**src/rtl/servo_pwm_gen_if.sv**
```systemverilog
// servo_pwm_gen_if -- control/observation bundle of the servo PWM stage.
//
// Signals:
//   en          run request; frames are generated while high
//   pos         8-bit target position from the position counter
//   pwm_out     servo PWM, high for width_us ticks at the start of each frame
//   frame_start one-clk pulse in the first cycle of every frame
//   pos_applied slew-limited position in use for the current frame
//
// Modports:
//   master  drives en/pos and observes the PWM side (position counter, bench)
//   slave   the PWM generator itself
interface servo_pwm_gen_if;
    logic       en;
    logic [7:0] pos;
    logic       pwm_out;
    logic       frame_start;
    logic [7:0] pos_applied;

    modport master (
        output en,
        output pos,
        input  pwm_out,
        input  frame_start,
        input  pos_applied
    );

    modport slave (
        input  en,
        input  pos,
        output pwm_out,
        output frame_start,
        output pos_applied
    );
endinterface

```
**src/rtl/servo_pwm_gen.sv**
```systemverilog
// servo_pwm_gen -- 50 Hz servo PWM generator for one arm joint.
//
// Samples the target position once per frame, slew-limits it by at most
// MAX_STEP per frame (0 = unlimited) and maps the result linearly onto a
// MIN_US .. MIN_US+SPAN_US high time. A frame, once started, always runs to
// completion, so pulses are never truncated by en falling.
//
// Ports:
//   clk  system clock, rising edge
//   rst  asynchronous reset, active-high
//   bus  servo_pwm_gen_if.slave: en, pos in; pwm_out, frame_start,
//        pos_applied out
//
// Parameters:
//   PRESCALE   clk cycles per 1 us tick (>= 1)
//   PERIOD_US  frame length in ticks
//   MIN_US     high time in ticks for pos_applied = 0
//   SPAN_US    high-time span in ticks (MIN_US + SPAN_US <= PERIOD_US)
//   MAX_STEP   max change of pos_applied per frame, 0 = unlimited
//   RESET_POS  reset value of pos_applied
module servo_pwm_gen #(
    parameter int PRESCALE  = 50,
    parameter int PERIOD_US = 20000,
    parameter int MIN_US    = 1000,
    parameter int SPAN_US   = 1000,
    parameter int MAX_STEP  = 0,
    parameter int RESET_POS = 128
) (
    input  logic            clk,
    input  logic            rst,
    servo_pwm_gen_if.slave  bus
);

    localparam int PS_W = (PRESCALE > 1) ? $clog2(PRESCALE) : 1;
    localparam int US_W = (PERIOD_US > 1) ? $clog2(PERIOD_US) : 1;
    // One extra bit so a width equal to PERIOD_US (permanently high) is
    // representable even when PERIOD_US is a power of two.
    localparam int WD_W = US_W + 1;

    localparam logic [PS_W-1:0] PS_LAST = PS_W'(PRESCALE - 1);
    localparam logic [US_W-1:0] US_LAST = US_W'(PERIOD_US - 1);
    localparam logic [7:0]      POS_RST = 8'(RESET_POS);

    // Elaboration-time parameter sanity.
    if (PRESCALE < 1) begin : g_bad_prescale
        $error("servo_pwm_gen: PRESCALE must be >= 1");
    end
    if (MIN_US + SPAN_US > PERIOD_US) begin : g_bad_span
        $error("servo_pwm_gen: MIN_US + SPAN_US exceeds PERIOD_US");
    end
    if (MAX_STEP < 0) begin : g_bad_step
        $error("servo_pwm_gen: MAX_STEP must be >= 0");
    end

    // ------------------------------------------------------------------
    // Helpers
    // ------------------------------------------------------------------

    // Move cur toward tgt by at most MAX_STEP. The result always lies
    // between cur and tgt, so no wrap can occur: when the step is taken the
    // distance exceeds MAX_STEP, hence cur +/- MAX_STEP stays inside 0..255.
    function automatic logic [7:0] step_pos(input logic [7:0] cur,
                                            input logic [7:0] tgt);
        logic [7:0] diff;
        logic [7:0] res;
        res = tgt;
        if (tgt >= cur) begin
            diff = tgt - cur;
            if (MAX_STEP != 0 && int'(diff) > MAX_STEP)
                res = cur + 8'(MAX_STEP);
        end else begin
            diff = cur - tgt;
            if (MAX_STEP != 0 && int'(diff) > MAX_STEP)
                res = cur - 8'(MAX_STEP);
        end
        return res;
    endfunction

    // High time in ticks: MIN_US + floor(p * SPAN_US / 256). The product is
    // kept at full width; pos = 255 therefore lands just short of the top.
    function automatic logic [WD_W-1:0] width_of(input logic [7:0] p);
        logic [39:0] prod;
        prod = 40'(p) * 40'(SPAN_US);
        return WD_W'(40'(MIN_US) + (prod >> 8));
    endfunction

    // ------------------------------------------------------------------
    // State and datapath registers
    // ------------------------------------------------------------------
    typedef enum logic {IDLE = 1'b0, RUN = 1'b1} state_t;

    state_t            state;
    state_t            state_nx;
    logic [PS_W-1:0]   prescaler;
    logic [US_W-1:0]   us_cnt;
    logic [WD_W-1:0]   width_us;
    logic [7:0]        pos_applied;
    logic              frame_start;
    logic              pwm;

    logic              tick;
    logic              frame_end;
    logic              fb;          // frame boundary taken on this edge
    logic [7:0]        pos_step;

    assign tick      = (state == RUN) && (prescaler == PS_LAST);
    assign frame_end = tick && (us_cnt == US_LAST);
    assign pos_step  = step_pos(pos_applied, bus.pos);

    // ------------------------------------------------------------------
    // FSM: state register
    // ------------------------------------------------------------------
    always_ff @(posedge clk or posedge rst) begin
        if (rst)
            state <= IDLE;
        else
            state <= state_nx;
    end

    // ------------------------------------------------------------------
    // FSM: next state and frame-boundary decision
    // ------------------------------------------------------------------
    // en is only looked at on the IDLE->RUN edge and at the last tick of a
    // frame, so dropping en mid-frame lets the current frame finish.
    always_comb begin
        state_nx = state;
        fb       = 1'b0;
        case (state)
            IDLE: begin
                if (bus.en) begin
                    state_nx = RUN;
                    fb       = 1'b1;
                end
            end
            RUN: begin
                if (frame_end) begin
                    if (bus.en)
                        fb = 1'b1;
                    else
                        state_nx = IDLE;
                end
            end
            default: state_nx = IDLE;
        endcase
    end

    // ------------------------------------------------------------------
    // FSM: outputs
    // ------------------------------------------------------------------
    // Pure decode of registers (state, us_cnt, width_us); width_us only
    // changes at a frame boundary where us_cnt restarts at 0, so the
    // comparison never flips mid-pulse. Async reset clears state and thus
    // drops the pulse immediately.
    always_comb begin
        pwm = 1'b0;
        if (state == RUN)
            pwm = ({1'b0, us_cnt} < width_us);
    end

    // ------------------------------------------------------------------
    // Timebase: prescaler and microsecond counter
    // ------------------------------------------------------------------
    // Both counters sit at 0 in IDLE, so a new frame begins cleanly from
    // us_cnt = 0 on the IDLE->RUN edge. Leaving RUN always happens at the
    // wrap point, where both counters return to 0 anyway.
    always_ff @(posedge clk or posedge rst) begin
        if (rst) begin
            prescaler <= '0;
            us_cnt    <= '0;
        end else if (state == RUN) begin
            prescaler <= tick ? '0 : prescaler + PS_W'(1);
            if (tick)
                us_cnt <= (us_cnt == US_LAST) ? '0 : us_cnt + US_W'(1);
        end else begin
            prescaler <= '0;
            us_cnt    <= '0;
        end
    end

    // ------------------------------------------------------------------
    // Per-frame position sample, slew limit and width
    // ------------------------------------------------------------------
    always_ff @(posedge clk or posedge rst) begin
        if (rst) begin
            pos_applied <= POS_RST;
            width_us    <= width_of(POS_RST);
            frame_start <= 1'b0;
        end else begin
            frame_start <= fb;
            if (fb) begin
                pos_applied <= pos_step;
                width_us    <= width_of(pos_step);
            end
        end
    end

    assign bus.pwm_out     = pwm;
    assign bus.frame_start = frame_start;
    assign bus.pos_applied = pos_applied;

endmodule

```
**src/flat_wrapper.sv**
```systemverilog
// flat-port wrapper written by rule: the top's interface ports become plain ports
module servo_pwm_gen_flat 
#(
    parameter int PRESCALE  = 50,
    parameter int PERIOD_US = 20000,
    parameter int MIN_US    = 1000,
    parameter int SPAN_US   = 1000,
    parameter int MAX_STEP  = 0,
    parameter int RESET_POS = 128
)
  (clk, rst, bus_en, bus_pos, bus_pwm_out, bus_frame_start, bus_pos_applied);
  servo_pwm_gen_if bus_i ();
  input  logic clk;
  input  logic rst;
  input wire logic [$bits(bus_i.en)-1:0] bus_en;
  input wire logic [$bits(bus_i.pos)-1:0] bus_pos;
  output wire logic [$bits(bus_i.pwm_out)-1:0] bus_pwm_out;
  output wire logic [$bits(bus_i.frame_start)-1:0] bus_frame_start;
  output wire logic [$bits(bus_i.pos_applied)-1:0] bus_pos_applied;
  assign bus_i.en = bus_en;
  assign bus_i.pos = bus_pos;
  assign bus_pwm_out = bus_i.pwm_out;
  assign bus_frame_start = bus_i.frame_start;
  assign bus_pos_applied = bus_i.pos_applied;
  servo_pwm_gen #(.PRESCALE(PRESCALE), .PERIOD_US(PERIOD_US), .MIN_US(MIN_US), .SPAN_US(SPAN_US), .MAX_STEP(MAX_STEP), .RESET_POS(RESET_POS)) u_core (.clk(clk), .rst(rst), .bus(bus_i));
endmodule
```
**config.mk**
```make
export PLATFORM = sky130hd
export DESIGN_NAME = servo_pwm_gen_flat
export DESIGN_NICKNAME = d
export VERILOG_FILES = /design/src/rtl/servo_pwm_gen_if.sv /design/src/rtl/servo_pwm_gen.sv /design/src/flat_wrapper.sv
export SDC_FILE = /design/constraint.sdc
export NUM_CORES = 1
export LEC_CHECK = 0
export BUFFER_PORTS_ARGS = -buffer_cell sky130_fd_sc_hd__clkbuf_2
export CORE_MARGIN = 5
export CORE_UTILIZATION = 44
export CTS_CLUSTER_SIZE = 16
export DETAILED_ROUTE_END_ITERATION = 16
export HOLD_SLACK_MARGIN = 0.08
export PLACE_DENSITY = 0.68
export REMOVE_ABC_BUFFERS = 1
export SLEW_MARGIN = 20
export SYNTH_ARGS = -nofsm -noshare
export SYNTH_HDL_FRONTEND = slang
export SYNTH_SLANG_ARGS = --single-unit
```
**constraint.sdc**
```tcl
create_clock -name clk -period 2.79 [get_ports clk]
set_input_delay 0.279 -clock clk [delete_from_list [all_inputs] [get_ports clk]]
set_output_delay 0.279 -clock clk [all_outputs]
set_load 0.02 [all_outputs]
```
======== Word level (Yosys, flattened, before mapping) ========
Cells that the tools add are included.
cells by class
  add/subtract/negate cells ............... 3
  multipliers ............................. 1
  divide/modulo/power cells ............... 0
  order comparisons ....................... 1
  equality and inequality tests ........... 3
  shifts and indexed selects .............. 0
  multiplexer cells ....................... 11
  bitwise gates (word level) .............. 1
  reduce and logical (&&, ||, !) cells .... 2
operators by type and width
  kind                                                                 count
  15-bit two-way mux                                                   3
  15-bit by 16-bit < comparator with 1-bit output                      1
  15-bit by 1-bit adder with 15-bit output, second input constant      1
  15-bit equality test, second input constant                          1
  8-bit by 7-bit multiplier with 15-bit output, second input constant  1
  6-bit two-way mux                                                    2
  10-bit by 10-bit adder with 11-bit output, first input constant      1
  6-bit by 1-bit adder with 6-bit output, second input constant        1
  6-bit equality test, second input constant                           1
  1-bit two-way mux                                                    4
  1-bit case mux with 2 select lines                                   2
  1-bit logical AND                                                    2
  2-bit != test, second input constant                                 1
  1-bit inverter                                                       1
storage, ports and cells
  bits in registers ....................... 47
  latch bits .............................. 0
  RAM bits ................................ 0
  memory bits (read-only) ................. 0
  input bits .............................. 11
  output and inout bits ................... 10
  word-level logic and storage cells ...... 28
  memories kept ........................... 0

======== Longest topological paths before layout ========
Gate-level depths: netlist of run 1.
  word-level depth ........................ 5
  depth in mapped cells ................... 19
  depth with buffers taken out ............ 19

======== Least setup slack after synthesis of run 1 ========
Ideal clock, no wire load.
  path type ............................... input -> register
  start point ............................. input port bus_pos[0]
  end point ............................... register u_core.width_us[9]
  setup time .............................. 0.132 ns
  arrival ................................. 4.614 ns
  required time ........................... 2.658 ns
  path slack .............................. -1.956 ns
  stages on the path ...................... 19
  buffers on the path ..................... 0
  path through ............................ fa_1 inv_1 fa_1 fa_1 inv_1 fa_1 ha_1 nand4_1 o211ai_2 or2_1 a21oi_1 xnor2_1 ha_1 nor2_1 mux2_2 o21a_1 a22oi_2 mux2i_1 o211ai_1
on the way
  word-level cells in the longest chain between the ends .. 2
RTL lines
  what                                          RTL line              RTL
  start, declared                               flat_wrapper.sv:16    input wire logic [$bits(bus_i.pos)-1:0] bus_pos;
  8-bit by 7-bit multiplier with 15-bit output  servo_pwm_gen.sv:83   prod = 40'(p) * 40'(SPAN_US);
  10-bit by 10-bit adder with 11-bit output     servo_pwm_gen.sv:84   return WD_W'(40'(MIN_US) + (prod >> 8));
  end signal, assigned                          servo_pwm_gen.sv:186  width_us <= width_of(POS_RST);
  end signal, assigned                          servo_pwm_gen.sv:192  width_us <= width_of(pos_step);
  end, declared                                 servo_pwm_gen.sv:96   logic [WD_W-1:0] width_us;
No other way between the ends.
A chain may end at the register's enable or synchronous reset.

======== Final worst setup path of run 1 ========
  start point ............................. input port bus_pos[2]
  end point ............................... register u_core.width_us[9]
The elaborated chain is that of the path after synthesis.

==> results.sh, run 1 <==
export IMPL_setup_viol=10
export IMPL_htree_levels=2
export IMPL_antenna_cells=0
export IMPL_clk_pin_slew_ns=0.08
export IMPL_gr_total_overflow=0
export IMPL_ir_drop_mv=0.5917
export IMPL_ios=21
export IMPL_syn_area_mm2=0.003591
export IMPL_pwr_density_cell_mw_per_mm2=927.5
export IMPL_crit_slowest_cell="fa_1"
export IMPL_cts_root_buf="clkbuf_8"
export IMPL_rsz0062_at_grt="yes"
export IMPL_drt_total_wl_um=8062
export IMPL_cp_data_required_time_ns=2.96
export IMPL_worst_endpoint_arrival_ns=4.78
export IMPL_final_cells=561
export IMPL_min_period_ns=4.612
export IMPL_skew_ns=0.01192
export IMPL_crit_path_end_kind="flip-flop"
export IMPL_min_path_type="in2async"
export IMPL_hold_viol_final=0
export IMPL_critPathKind="in2reg"
export IMPL_leakage_nw=2.266
export IMPL_worstPathCellList="buf_8 > fa_1 > inv_2 > fa_2 > fa_1 > inv_2 > fa_2 > ha_4 > nand3_1 > o211ai_2 > or2_4 > a21oi_2 > xnor2_1 > ha_2 > nor2b_1 > mux2_4 > o21a_1 > a22oi_2 > mux2i_1 > o211ai_1"
export IMPL_ys_seq_area_share_pct=29.55
export IMPL_maxSlewViolCount=0
export IMPL_drc=0
export IMPL_synth_edf_count=0
export IMPL_clk_latency_ns=0.30
export IMPL_antenna_found_initial=0
export IMPL_cts_sink_count=42
export IMPL_drt_initial_drc_count=84
export IMPL_fin_ws_ns=-1.822
export IMPL_place_inst=546
export IMPL_dieWidth_um=100.3
export IMPL_cp_start_kind="primary input"
export IMPL_initial_core_util_pct=44.37
export IMPL_path_max_fanout=5
export IMPL_port_buffers=20
export IMPL_max_stage_delay_ns=0.58
export IMPL_gp_congestion=0.8333
export IMPL_cts_buffer_depth=2
export IMPL_ys_dominant_reg_cell="dfrtp_1"
export IMPL_fmax_mhz=216.8
export IMPL_final_nets=535
export IMPL_place_ws_ns=-2.247
export IMPL_ys_seq_elements=42
export IMPL_post_route_util_pct=57.31
export IMPL_row_count=33
export IMPL_die_area_mm2=0.01007
export IMPL_yosys_warnings=0
export IMPL_slew_headroom_pct=64.44
export IMPL_ys_types=51
export IMPL_grt_pass1_vias=3071
export IMPL_total_power_w=0.004302
export IMPL_wire_per_inst_um=14.37
export IMPL_die_h_um=100.3
export IMPL_dp_hpwl_um=5881
export IMPL_grt_max_degree=43
export IMPL_grt_pass1_wl_um=13920
export IMPL_drt_antenna_violating_nets=0
export IMPL_core_area_mm2=0.008093
export IMPL_vias=2886
export IMPL_viasPerCell=5.144
export IMPL_cap_violations=0
export IMPL_drive_gt1_share_pct=30.26
export IMPL_track_usage_pct=16.90
export IMPL_syn_area_per_cell_um2=9.576
export IMPL_ys_async_sr_fraction_pct=100.0
export IMPL_fin_crit_sh_pct=165.3
export IMPL_syn_to_final_growth_pct=29.16
export IMPL_dr_pass1_iters=4
export IMPL_violations="setup timing"
export IMPL_status="complete, but fails checks"
export IMPL_numCtsBuffers=5
export IMPL_worst_slew_pin_slew_ns=0.5334
export IMPL_syn_instance_count=375
export IMPL_setup_tns_ns=-12.15
export IMPL_cts_tree="yes"
power breakdown:
part / switching [W] / internal [W] / total, W
Clock: 0.000216 / 0.000250 / 0.000466
Combinational: 0.00145 / 0.00177 / 0.00323
Sequential: 0 / 0.000609 / 0.000609
Yosys cell counts (2+ instances only):
master / instances / area (µm²)
inv_1: 50 / 187.7
ha_1: 48 / 600.6
nand2_1: 35 / 131.4
o21ai_1: 35 / 175.2
dfrtp_1: 34 / 850.8
fa_1: 21 / 420.4
nor2_1: 17 / 63.81
xnor2_1: 12 / 105.1
xor2_1: 10 / 87.58
nand4_1: 9 / 56.30
and3_1: 8 / 50.05
dfstp_2: 8 / 210.2
nand2b_1: 8 / 50.05
nand3_1: 8 / 40.04
and2_1: 7 / 43.79
clkbuf_1: 7 / 26.28
a21o_1: 6 / 45.04
a21oi_1: 6 / 30.03
a31oi_1: 4 / 25.02
o31ai_1: 3 / 22.52
a221o_1: 2 / 20.02
a22o_1: 2 / 17.52
and4_1: 2 / 17.52
mux2_1: 2 / 22.52
nor2b_1: 2 / 12.51
o211ai_1: 2 / 15.01
o21ai_0: 2 / 10.01
o2bb2ai_1: 2 / 17.52
critical path, delay by kind of cell:
| family | cells | cell delay [ns] |
|---|---|---|
| AO/OA/AOI/OAI | 5 | 0.66 |
| XOR/XNOR | 1 | 0.15 |
| AND/OR/NAND/NOR | 3 | 0.43 |
| adder cells (fa/ha/maj) | 6 | 2.54 |
| multiplexers | 2 | 0.52 |
| buffers and inverters | 3 | 0.20 |
final cells by class:
type,instances,area [µm²]
Clock buffer,8,110.1
Fill cell,706,3455
Inverter,51,191.4
Multi-Input combinational cell,274,2520
Sequential cell,42,1061
Tap cell,105,131.4
Timing Repair Buffer,81,624.3
placed cells by master (no fill, tap or decap), drive strengths merged, types with 2 or more instances in the layout:
cell,n
buf,63
inv,51
ha,48
o21ai,37
nand2,35
dfrtp,34
clkbuf,26
fa,21
nor2,17
xnor2,12
xor2,10
nand4,9
and3,8
nand2b,8
dfstp,8
nand3,8
and2,7
a21o,7
a21oi,6
a31oi,4
o31ai,3
o211ai,3
mux2,3
and4,2
a22o,2
nor2b,2
a221o,2
o2bb2ai,2
or2,2
a211oi,2
nor3,2
repair_timing:
item	in CTS	in global routing
hold buffers	0	0
gates resized for setup	31	21
gates cloned	0	0
pin swaps	33	19
setup buffers	5	3
endpoints found under the setup margin	11	11
metal layers:
layer	up-vias	GRT usage (%)	wire, µm	part of all wire [%]
li1	1433	-	-	-
met1	1394	20.82	3511	44
met2	42	30.48	4116	51
met3	17	2.641	215	2.7
met4	0	4.663	220	2.7
met5	-	0	0	0
worst paths after layout:
check                                         from                         to  slack (ns)  cells past startpoint
max in group asynchronous                      rst  u_core.bus.pos_applied[7]        2.32                      3
worst max-delay path                    bus_pos[2]         u_core.width_us[9]       -1.82                     20
worst max register to register    u_core.us_cnt[0]         u_core.width_us[9]        0.59                     10
min in group clk                            bus_en               u_core.state        0.20                      2
worst min-delay path                           rst           u_core.us_cnt[5]        0.08                      3
worst min register to register  u_core.width_us[8]         u_core.width_us[8]        0.47                      2
metrics by stage:
step	hold WS [ns]	cell area, µm²
final	0.08270	4638
after floorplan	0.3621	3560
after global routing	0.1504	4638
after detailed placement	0.4308	4197
after CTS	0.1090	4536
after global placement	0.4184	4197
cell families (layout without fill, tap and decap cells):
| family | Yosys count | in the layout | synth area share (%) |
|---|---|---|---|
| xor gates and xnor gates | 22 | 22 | 5.366 |
| buffers and inverters | 59 | 140 | 6.202 |
| AOI/OAI and AO/OA | 75 | 75 | 14.53 |
| and+or+nand+nor | 104 | 104 | 14.70 |
| adders and majority gates | 69 | 69 | 28.43 |
| muxes | 4 | 4 | 1.219 |
| DFF | 42 | 42 | 29.55 |
state kept, by name, summed over array words and instances, names as in the netlist:
name and flops:
u_core.bus.pos_applied 8, u_core.width_us 11, u_core.state 1, u_core.us_cnt 15, u_core.prescaler 6, u_core.bus.frame_start 1
(Power assumes the default switching activity.)
==> inputs of run 2 (changes only) <==
--- a/config.mk
+++ b/config.mk
@@ -11,7 +11,7 @@
 export CTS_CLUSTER_SIZE = 16
 export DETAILED_ROUTE_END_ITERATION = 16
 export HOLD_SLACK_MARGIN = 0.08
-export PLACE_DENSITY = 0.68
+export PLACE_DENSITY_LB_ADDON = 0.12
 export REMOVE_ABC_BUFFERS = 1
 export SLEW_MARGIN = 20
 export SYNTH_ARGS = -nofsm -noshare
==> run 2 against run 1 <==
The run still ends with setup timing left. Combinational power decreased by 8.4%. Critical path depth unchanged. Final area decreased by 1.5%. Clock power decreased by 12%. Critical path type unchanged.
==> results.sh, run 2 (same netlist as run 1, synthesis figures left out) <==
export IMPL_status="complete, but fails checks"
export IMPL_violations="setup timing"
export IMPL_place_inst=542
export IMPL_syn_to_final_growth_pct=27.21
export IMPL_drt_initial_drc_count=49
export IMPL_drt_antenna_violating_nets=0
export IMPL_cts_tree="yes"
export IMPL_largest_register="u_core.us_cnt"
export IMPL_clk_pin_slew_ns=0.08
export IMPL_clkPwrFrac_pct=10.3
export IMPL_slew_headroom_pct=64.26
export IMPL_wire_per_inst_um=13.13
export IMPL_viasPerCell=4.944
export IMPL_min_period_ns=4.449
export IMPL_vias=2754
export IMPL_dieWidth_um=100.3
export IMPL_die_h_um=100.3
export IMPL_setup_viol=10
export IMPL_fillers=750
export IMPL_internal_power_w=0.002445
export IMPL_layout_common_cells="buf_4 (49), inv_1 (45), ha_1 (39), nand2_1 (35), dfrtp_1 (34)"
export IMPL_cap_violations=0
export IMPL_htree_levels=2
export IMPL_die_area_mm2=0.01007
export IMPL_cp_data_required_time_ns=2.96
export IMPL_maxSlewViolCount=0
export IMPL_hold_viol_final=0
export IMPL_path_max_fanout=5
export IMPL_setup_tns_ns=-10.91
export IMPL_crit_path_end_kind="flip-flop"
export IMPL_worst_endpoint_arrival_ns=4.62
export IMPL_numCtsBuffers=5
export IMPL_rsz0062_at_grt="yes"
export IMPL_worst_slew_pin_slew_ns=0.5362
export IMPL_place_ws_ns=-2.249
export IMPL_port_buffers=20
export IMPL_hold_buffers=0
export IMPL_combPwrFrac_pct=74.5
export IMPL_cts_buffer_depth=2
export IMPL_largestRegisters="u_core.us_cnt: 15 flops, u_core.width_us: 11 flops, u_core.bus.pos_applied: 8 flops"
export IMPL_ios=21
export IMPL_fmax_mhz=224.8
export IMPL_fin_crit_sh_pct=159.5
export IMPL_antenna_found_initial=0
export IMPL_track_usage_pct=15.81
export IMPL_final_nets=531
export IMPL_final_common_cell="buf_4"
export IMPL_seqPwrFrac_pct=15.3
export IMPL_antenna_cells=0
export IMPL_dp_hpwl_um=5651
export IMPL_grt_pass1_vias=2881
export IMPL_grt_max_degree=43
export IMPL_dr_pass1_iters=4
export IMPL_grt_pass1_wl_um=13050
export IMPL_critPathKind="in2reg"
export IMPL_clk_latency_ns=0.29
export IMPL_row_count=33
export IMPL_r2r_cells=7
export IMPL_largest_reg_flops=15
export IMPL_gp_congestion=0.7853
export IMPL_swShare_pct=38.59
export IMPL_min_path_type="in2async"
export IMPL_initial_core_util_pct=44.37
export IMPL_post_route_util_pct=56.45
export IMPL_ir_drop_mv=0.5752
export IMPL_fin_ws_ns=-1.659
export IMPL_drt_total_wl_um=7314
export IMPL_pwr_density_cell_mw_per_mm2=871.7
export IMPL_core_area_mm2=0.008093
export IMPL_drive_gt1_share_pct=29.20
export IMPL_cts_sink_count=42
export IMPL_final_cells=557
export IMPL_r2r_start="u_core.us_cnt[0]"
export IMPL_gr_total_overflow=0
export IMPL_cts_root_buf="clkbuf_8"
export IMPL_leakage_nw=2.226
export IMPL_rr_endpoint="u_core.us_cnt[12]"
export IMPL_drc=0
export IMPL_p_switching_w=0.001536
export IMPL_cp_start_kind="primary input"
export IMPL_regToRegSetupSlack_ns=0.66
export IMPL_skew_ns=0.006425
[run 2: per-layer routing]
| metal | wire [µm] | vias to the layer above | GRT usage, % | share of wire (%) |
|---|---|---|---|---|
| li1 | - | 1433 | - | - |
| met1 | 3358 | 1294 | 20.16 | 46 |
| met4 | 119 | 0 | 5.078 | 1.6 |
| met2 | 3705 | 19 | 27.68 | 51 |
| met3 | 131 | 8 | 2.085 | 1.8 |
| met5 | 0 | - | 0 | 0 |
[run 2: through the flow]
stage                     hold WS (ns)  total power, W  cell area [µm²]
after CTS                       0.1031        0.003698             4451
after global routing            0.1588        0.004303             4568
after global placement          0.4249        0.002890             4167
after detailed placement        0.4290        0.002935             4167
after floorplan                 0.3621        0.002067             3560
final                          0.09269        0.003982             4568
[run 2: final cells by class]
cell class / count / area [µm²] / share of cell area [%]
tap: 105 / 131.4 / 2.876
inverter: 51 / 191.4 / 4.191
clock buffer: 7 / 86.33 / 1.890
sequential: 42 / 1061 / 23.23
multi-input combinational: 274 / 2502 / 54.78
timing repair buffer: 77 / 590.6 / 12.93
clock inverter: 1 / 5.005 / 0.1096
[run 2: worst max-delay path by stage]
stage / start / cells past startpoint / endpoint
after detailed placement: bus_pos[1] / 20 / u_core.width_us[9]
after floorplan: bus_pos[0] / 19 / u_core.width_us[9]
after CTS: bus_pos[3] / 20 / u_core.width_us[9]
final: bus_pos[3] / 20 / u_core.width_us[9]
after global placement: bus_pos[1] / 20 / u_core.width_us[9]
after global routing: bus_pos[1] / 20 / u_core.width_us[9]
[run 2: timing repair]
item,in CTS,in global routing
setup buffers,3,6
pin swaps,33,13
setup endpoints to repair,11,11
gates resized for setup,26,24
hold endpoints to repair,0,0
[run 2: power by group through the flow]
stage	logic [W]	registers [W]	clock network, W
6_report	0.00296	0.000609	0.000408
5_1_grt	0.00325	0.000609	0.000445
3_3_place_gp	0.00227	0.000620	0
2_1_floorplan	0.00145	0.000620	0
3_5_place_dp	0.00231	0.000620	0
4_1_cts	0.00267	0.000609	0.000422
[run 2: worst max-delay path: stages]
cell and delay (ns):
buf_6 0.10, fa_1 0.52, inv_1 0.05, fa_1 0.46
fa_1 0.49, inv_1 0.05, fa_1 0.52, ha_4 0.23
nand4_1 0.11, o211ai_2 0.10, or2_1 0.26, a21oi_2 0.14
xnor2_1 0.14, ha_2 0.23, nor2b_2 0.04, mux2_4 0.30
o21a_1 0.12, a22oi_2 0.19, mux2i_1 0.20, o211ai_1 0.09
